<file path="src/rtl/param_bit_counter.sv">
// Multi-mode bit counter: accepts one WIDTH-bit word over Valid/Ready and scans it STEP bits per cycle, MSB chunk first.
// Optional BITCNT_EARLY_EXIT_EN: leading-zero mode finishes on the chunk that holds the first one bit.
module param_bit_counter #(
  parameter int WIDTH = 32,
  parameter int STEP  = 4
) (
  input  logic             clk,
  input  logic             rst,
  input  logic             Valid,
  input  logic [1:0]       Mode,
  input  logic [WIDTH-1:0] DataIn,
  output logic             Ready,
  output logic             Done,
  output logic [WIDTH-1:0] DataOut
);
  localparam int CW = $clog2(WIDTH + 1);
  localparam int N  = WIDTH / STEP;
  localparam int IW = (N > 1) ? $clog2(N) : 1;

  if (WIDTH < 2) begin : g_bad_width
    $error("param_bit_counter: WIDTH must be >= 2");
  end
  if (WIDTH % STEP != 0) begin : g_bad_step
    $error("param_bit_counter: WIDTH must be a multiple of STEP");
  end

  // Handshake: a word transfers on a rising edge where Valid && Ready are both 1;
  // Valid while Ready=0 is ignored, and DataIn/Mode are sampled only on that edge.
  typedef enum logic [1:0] {S_IDLE, S_RUN, S_DONE} state_t;
  state_t state;

  logic [WIDTH-1:0] word;
  logic [1:0]       mode;
  logic             sign;
  logic [CW-1:0]    count;
  logic [IW-1:0]    idx;
  logic             found;

  logic [STEP-1:0]  chunk;
  logic [STEP-1:0]  eq;
  logic [CW-1:0]    ones;
  logic [CW-1:0]    eq_cnt;
  logic [CW-1:0]    lz;
  logic [CW-1:0]    inc;
  logic [CW-1:0]    next_count;
  logic             chunk_zero;
  logic             hit;
  logic             last;

  // The word is shifted left each RUN cycle, so the current chunk is always on top.
  assign chunk      = word[WIDTH-1 -: STEP];
  assign chunk_zero = (chunk == '0);

  always_comb begin
    eq = sign ? chunk : ~chunk;
    if (idx == '0) eq[STEP-1] = 1'b0;
    ones   = '0;
    eq_cnt = '0;
    lz     = '0;
    hit    = 1'b0;
    for (int i = STEP - 1; i >= 0; i--) begin
      ones   = ones + CW'(chunk[i]);
      eq_cnt = eq_cnt + CW'(eq[i]);
      if (!hit) begin
        if (chunk[i]) hit = 1'b1;
        else          lz  = lz + CW'(1);
      end
    end
    case (mode)
      2'd0:    inc = ones;
      2'd1:    inc = CW'(STEP) - ones;
      2'd2:    inc = eq_cnt;
      default: inc = found ? '0 : lz;
    endcase
    next_count = count + inc;
    last = (idx == IW'(N - 1));
`ifdef BITCNT_EARLY_EXIT_EN
    if (mode == 2'd3 && !found && !chunk_zero) last = 1'b1;
`endif
  end

  always_ff @(posedge clk) begin
    if (rst) begin
      state   <= S_IDLE;
      Ready   <= 1'b1;
      Done    <= 1'b0;
      DataOut <= '0;
      word    <= '0;
      mode    <= '0;
      sign    <= 1'b0;
      count   <= '0;
      idx     <= '0;
      found   <= 1'b0;
    end else begin
      case (state)
        S_IDLE: begin
          if (Valid) begin
            word  <= DataIn;
            mode  <= Mode;
            sign  <= DataIn[WIDTH-1];
            count <= '0;
            idx   <= '0;
            found <= 1'b0;
            Ready <= 1'b0;
            state <= S_RUN;
          end
        end
        S_RUN: begin
          count <= next_count;
          word  <= word << STEP;
          idx   <= idx + IW'(1);
          if (mode == 2'd3 && !chunk_zero) found <= 1'b1;
          if (last) begin
            DataOut <= WIDTH'(next_count);
            Done    <= 1'b1;
            state   <= S_DONE;
          end
        end
        S_DONE: begin
          Done  <= 1'b0;
          Ready <= 1'b1;
          state <= S_IDLE;
        end
        default: begin
          Done  <= 1'b0;
          Ready <= 1'b1;
          state <= S_IDLE;
        end
      endcase
    end
  end
endmodule

</file>
<file path="config.mk">
export PLATFORM = sky130hd
export DESIGN_NAME = param_bit_counter
export DESIGN_NICKNAME = d
export VERILOG_FILES = /design/src/rtl/param_bit_counter.sv
export SDC_FILE = /design/constraint.sdc
export NUM_CORES = 1
export LEC_CHECK = 0
export CAP_MARGIN = 20
export CORE_UTILIZATION = 51
export DETAILED_ROUTE_END_ITERATION = 6
export PLACE_DENSITY_LB_ADDON = 0.15
export SLEW_MARGIN = 5
export SYNTH_ARGS = -nofsm -noshare
export SYNTH_HDL_FRONTEND = slang
export SYNTH_SLANG_ARGS = --single-unit
</file>
<file path="constraint.sdc">
create_clock -name clk -period 4.3 [get_ports clk]
set_clock_uncertainty 0.05 [all_clocks]
set_input_delay 0.645 -clock clk [delete_from_list [all_inputs] [get_ports clk]]
set_output_delay 0.645 -clock clk [all_outputs]
set_load 0.005 [all_outputs]
</file>
==> flow_metrics.env <==
export IMPL_status="finished clean"
export IMPL_dieHeight_um=80.27
export IMPL_netlist_area_um2=3124
export IMPL_viasPerCell=5.311
export IMPL_fillerInstances=536
export IMPL_relSlewSlack_pct=28.49
export IMPL_synth_edf_count=0
export IMPL_ir_drop_v=0.0002518
export IMPL_clockPowerShare_pct=33.7
export IMPL_cp_required_ps=4470
export IMPL_finalCritPeriodShare_pct=88.17
export IMPL_reg2reg_to="DataOut[5]"
export IMPL_min_period_ps=3791
export IMPL_path_clk_slew_ps=100
export IMPL_cts_sinks=55
export IMPL_post_drt_wl_per_cell_um=13.23
export IMPL_tns_ps=0
export IMPL_ant_nets=0
export IMPL_dieArea_um2=6443
export IMPL_setup_viol=0
export IMPL_crit_fanout=7
export IMPL_track_usage_pct=21.24
export IMPL_clock_latency_ps=310
export IMPL_hold_start="DataOut[0]"
export IMPL_post_cts_buffers=0
export IMPL_vias=2592
export IMPL_cellInternalPower_uw=884.0
export IMPL_cts_inserted_buffers=5
export IMPL_maxCapViolations=0
export IMPL_layout_nets=469
export IMPL_hold_path_class="reg -> reg"
export IMPL_r2r_cells=13
export IMPL_remaining_drc_errors=0
export IMPL_ios=71
export IMPL_grt_pass1_wl_mm=10.68
export IMPL_async_reset_ff_share_pct=0
export IMPL_met1_length_mm=3.163
export IMPL_cts_path_max_buffers=2
export IMPL_whs_ps=409.7
export IMPL_hpwl_mm=4.549
export IMPL_yosysUniqueCellTypes=50
export IMPL_start_kind="register"
export IMPL_core_area_um2=5921
export IMPL_swShare_pct=26.75
export IMPL_pwr_share_seq_pct=47.3
export IMPL_postSynthCellCount=386
export IMPL_hold_buffers=0
export IMPL_totalPowerFinal_mw=1.207
export IMPL_finalNonFillerCells=488
export IMPL_drive_gt1_share_pct=5.569
export IMPL_min_delay_worst_endpoint="DataOut[0]"
export IMPL_setup_reg_to_reg_worst_slack_ps=510
export IMPL_cts_resized=0
export IMPL_worstSetupPathType="reg -> reg"
export IMPL_worstReg2RegStart="word[28]"
export IMPL_avgSynthCellArea_um2=8.094
export IMPL_finalWirelength_mm=6.457
export IMPL_start_util_pct=52.77
export IMPL_ys_seq_elements=55
export IMPL_gr_total_overflow=0
export IMPL_grt_pass1_vias=2343
export IMPL_hold_violations=0
export IMPL_die_w_um=80.27
export IMPL_dp_cells=480
export IMPL_yosysSeqAreaShare_pct=35.24
export IMPL_worstMarginPinSlew_ps=1073
export IMPL_cts_tree="yes"
export IMPL_dr_wl_met3_um=229
export IMPL_place_congestion=0.8550
export IMPL_fin_util_pct=60.59
export IMPL_final_common_cell="nand2_1"
export IMPL_layout_common_cells="58 x nand2_1, 55 x dfxtp_1, 52 x nor2_1"
export IMPL_num_rows=28
export IMPL_max_freq_mhz=263.7
export IMPL_highest_layer="met4"
export IMPL_worstHoldPathCells=2
export IMPL_antenna_found_initial=0
export IMPL_rsz0062_at_grt="false"
export IMPL_htree_levels=2
export IMPL_p_comb_share_pct=19.1
export IMPL_crit_arrival_ps=3960
export IMPL_power_density_nw_per_um2=336.4
export IMPL_power_switching_uw=322.7
export IMPL_wl_met2_mm=3.005
export IMPL_n_antenna_cell=0
export IMPL_cts_root_buf="clkbuf_8"
export IMPL_leakage_nw=1.513
export IMPL_crit_path_end_kind="register"
export IMPL_drt_initial_drc_count=109
export IMPL_slew_viol_final=0
export IMPL_grt_start_max_net_pins=61
export IMPL_ys_flop_type="dfxtp_1"
export IMPL_syn_to_final_growth_pct=14.82
export IMPL_yosys_warnings=0
export IMPL_numPortBuffers=44
export IMPL_drtPass1Iterations=5
## area by class of cell
type	count	area (um2)	area share (%)
well taps	75	93.84	2.616
multi-input cells	284	1727	48.13
clock buffers	5	68.82	1.918
clock inverters	3	67.56	1.884
flip-flops and latches	55	1101	30.69
repair buffers	47	457.9	12.77
inverters	19	71.32	1.988
## synthesized netlist by cell type, types with 2 or more instances
cell type | n | area, um2
nand3b_1 | 6 | 45.04
a311oi_1 | 24 | 210.2
o21ai_0 | 7 | 35.03
nand4_1 | 3 | 18.77
nor2b_1 | 6 | 37.54
xnor2_1 | 2 | 17.52
nor3_1 | 2 | 10.01
fa_1 | 2 | 40.04
a2bb2oi_1 | 4 | 35.03
nor2_1 | 53 | 198.9
inv_1 | 18 | 67.56
buf_2 | 14 | 70.07
a22oi_1 | 4 | 30.03
clkbuf_1 | 11 | 41.29
o31ai_1 | 2 | 15.01
buf_4 | 26 | 195.2
o41ai_1 | 3 | 26.28
dfxtp_1 | 55 | 1101
a21oi_1 | 26 | 130.1
nand2b_1 | 5 | 31.28
nand2_1 | 58 | 217.7
xor2_1 | 3 | 26.28
a21o_1 | 2 | 15.01
or3_1 | 2 | 12.51
a211oi_1 | 2 | 15.01
ha_1 | 18 | 225.2
o221a_2 | 4 | 45.04
and2_1 | 2 | 12.51
## power groups by stage
stage / clock (mW) / sequential [mW] / combinational (mW)
finish: 0.406 / 0.570 / 0.230
global route: 0.435 / 0.576 / 0.266
CTS: 0.417 / 0.570 / 0.232
detailed placement: 0 / 0.582 / 0.231
global placement: 0 / 0.581 / 0.226
floorplan: 0 / 0.570 / 0.186
## registers in the layout, indices dropped and copies added (netlist names)
signal and cells:
Done 1, idx 3, found 1, state 2, Ready 1, word 32, mode 2, DataOut 6
sign 1, count 6
## critical path, stage by stage, from the launching register on
cell	delay [ps]
dfxtp_1	430
inv_1	110
fa_1	530
inv_1	40
ha_1	180
ha_1	290
inv_1	40
ha_1	250
mux4_2	490
ha_1	290
a21o_1	200
and4_4	190
or3_1	350
a311oi_2	270
## how the worst max path moves through the flow
| stage | from | endpoint | slack, ps | cells after the start |
|---|---|---|---|---|
| 2_1_floorplan | word[28] | DataOut[5] | 660 | 13 |
| 3_3_place_gp | word[28] | DataOut[5] | 570 | 13 |
| 3_5_place_dp | word[28] | DataOut[5] | 500 | 13 |
| 4_1_cts | word[28] | DataOut[5] | 490 | 13 |
| 5_1_grt | word[28] | DataOut[5] | 300 | 13 |
| 6_report | word[28] | DataOut[5] | 510 | 13 |
## kinds of logic (layout without fill, tap and decap cells)
kind of cell,count (synthesis),after routing,share of synthesized area [%]
buf+inv,72,74,12.57
fa+ha+maj,20,20,8.490
compound gates,85,85,19.82
other cells,1,26,0.1200
xor+xnor,5,5,1.402
simple gates,146,146,21.31
mux,2,2,1.041
flops,55,55,35.24
## per-layer routing
metal	vias to the layer above	track usage, %
met5	-	0
met4	0	5.357
met3	6	3.750
met2	56	34.62
met1	1204	28.91
li1	1326	-
## through the flow
stage	setup slack [ps]	area (um2)
floorplan	657.2	3218
global placement	568.6	3451
detailed placement	498.1	3451
CTS	486.2	3587
global route	299.4	3587
finish	508.5	3587
(Power assumes the default switching activity.)
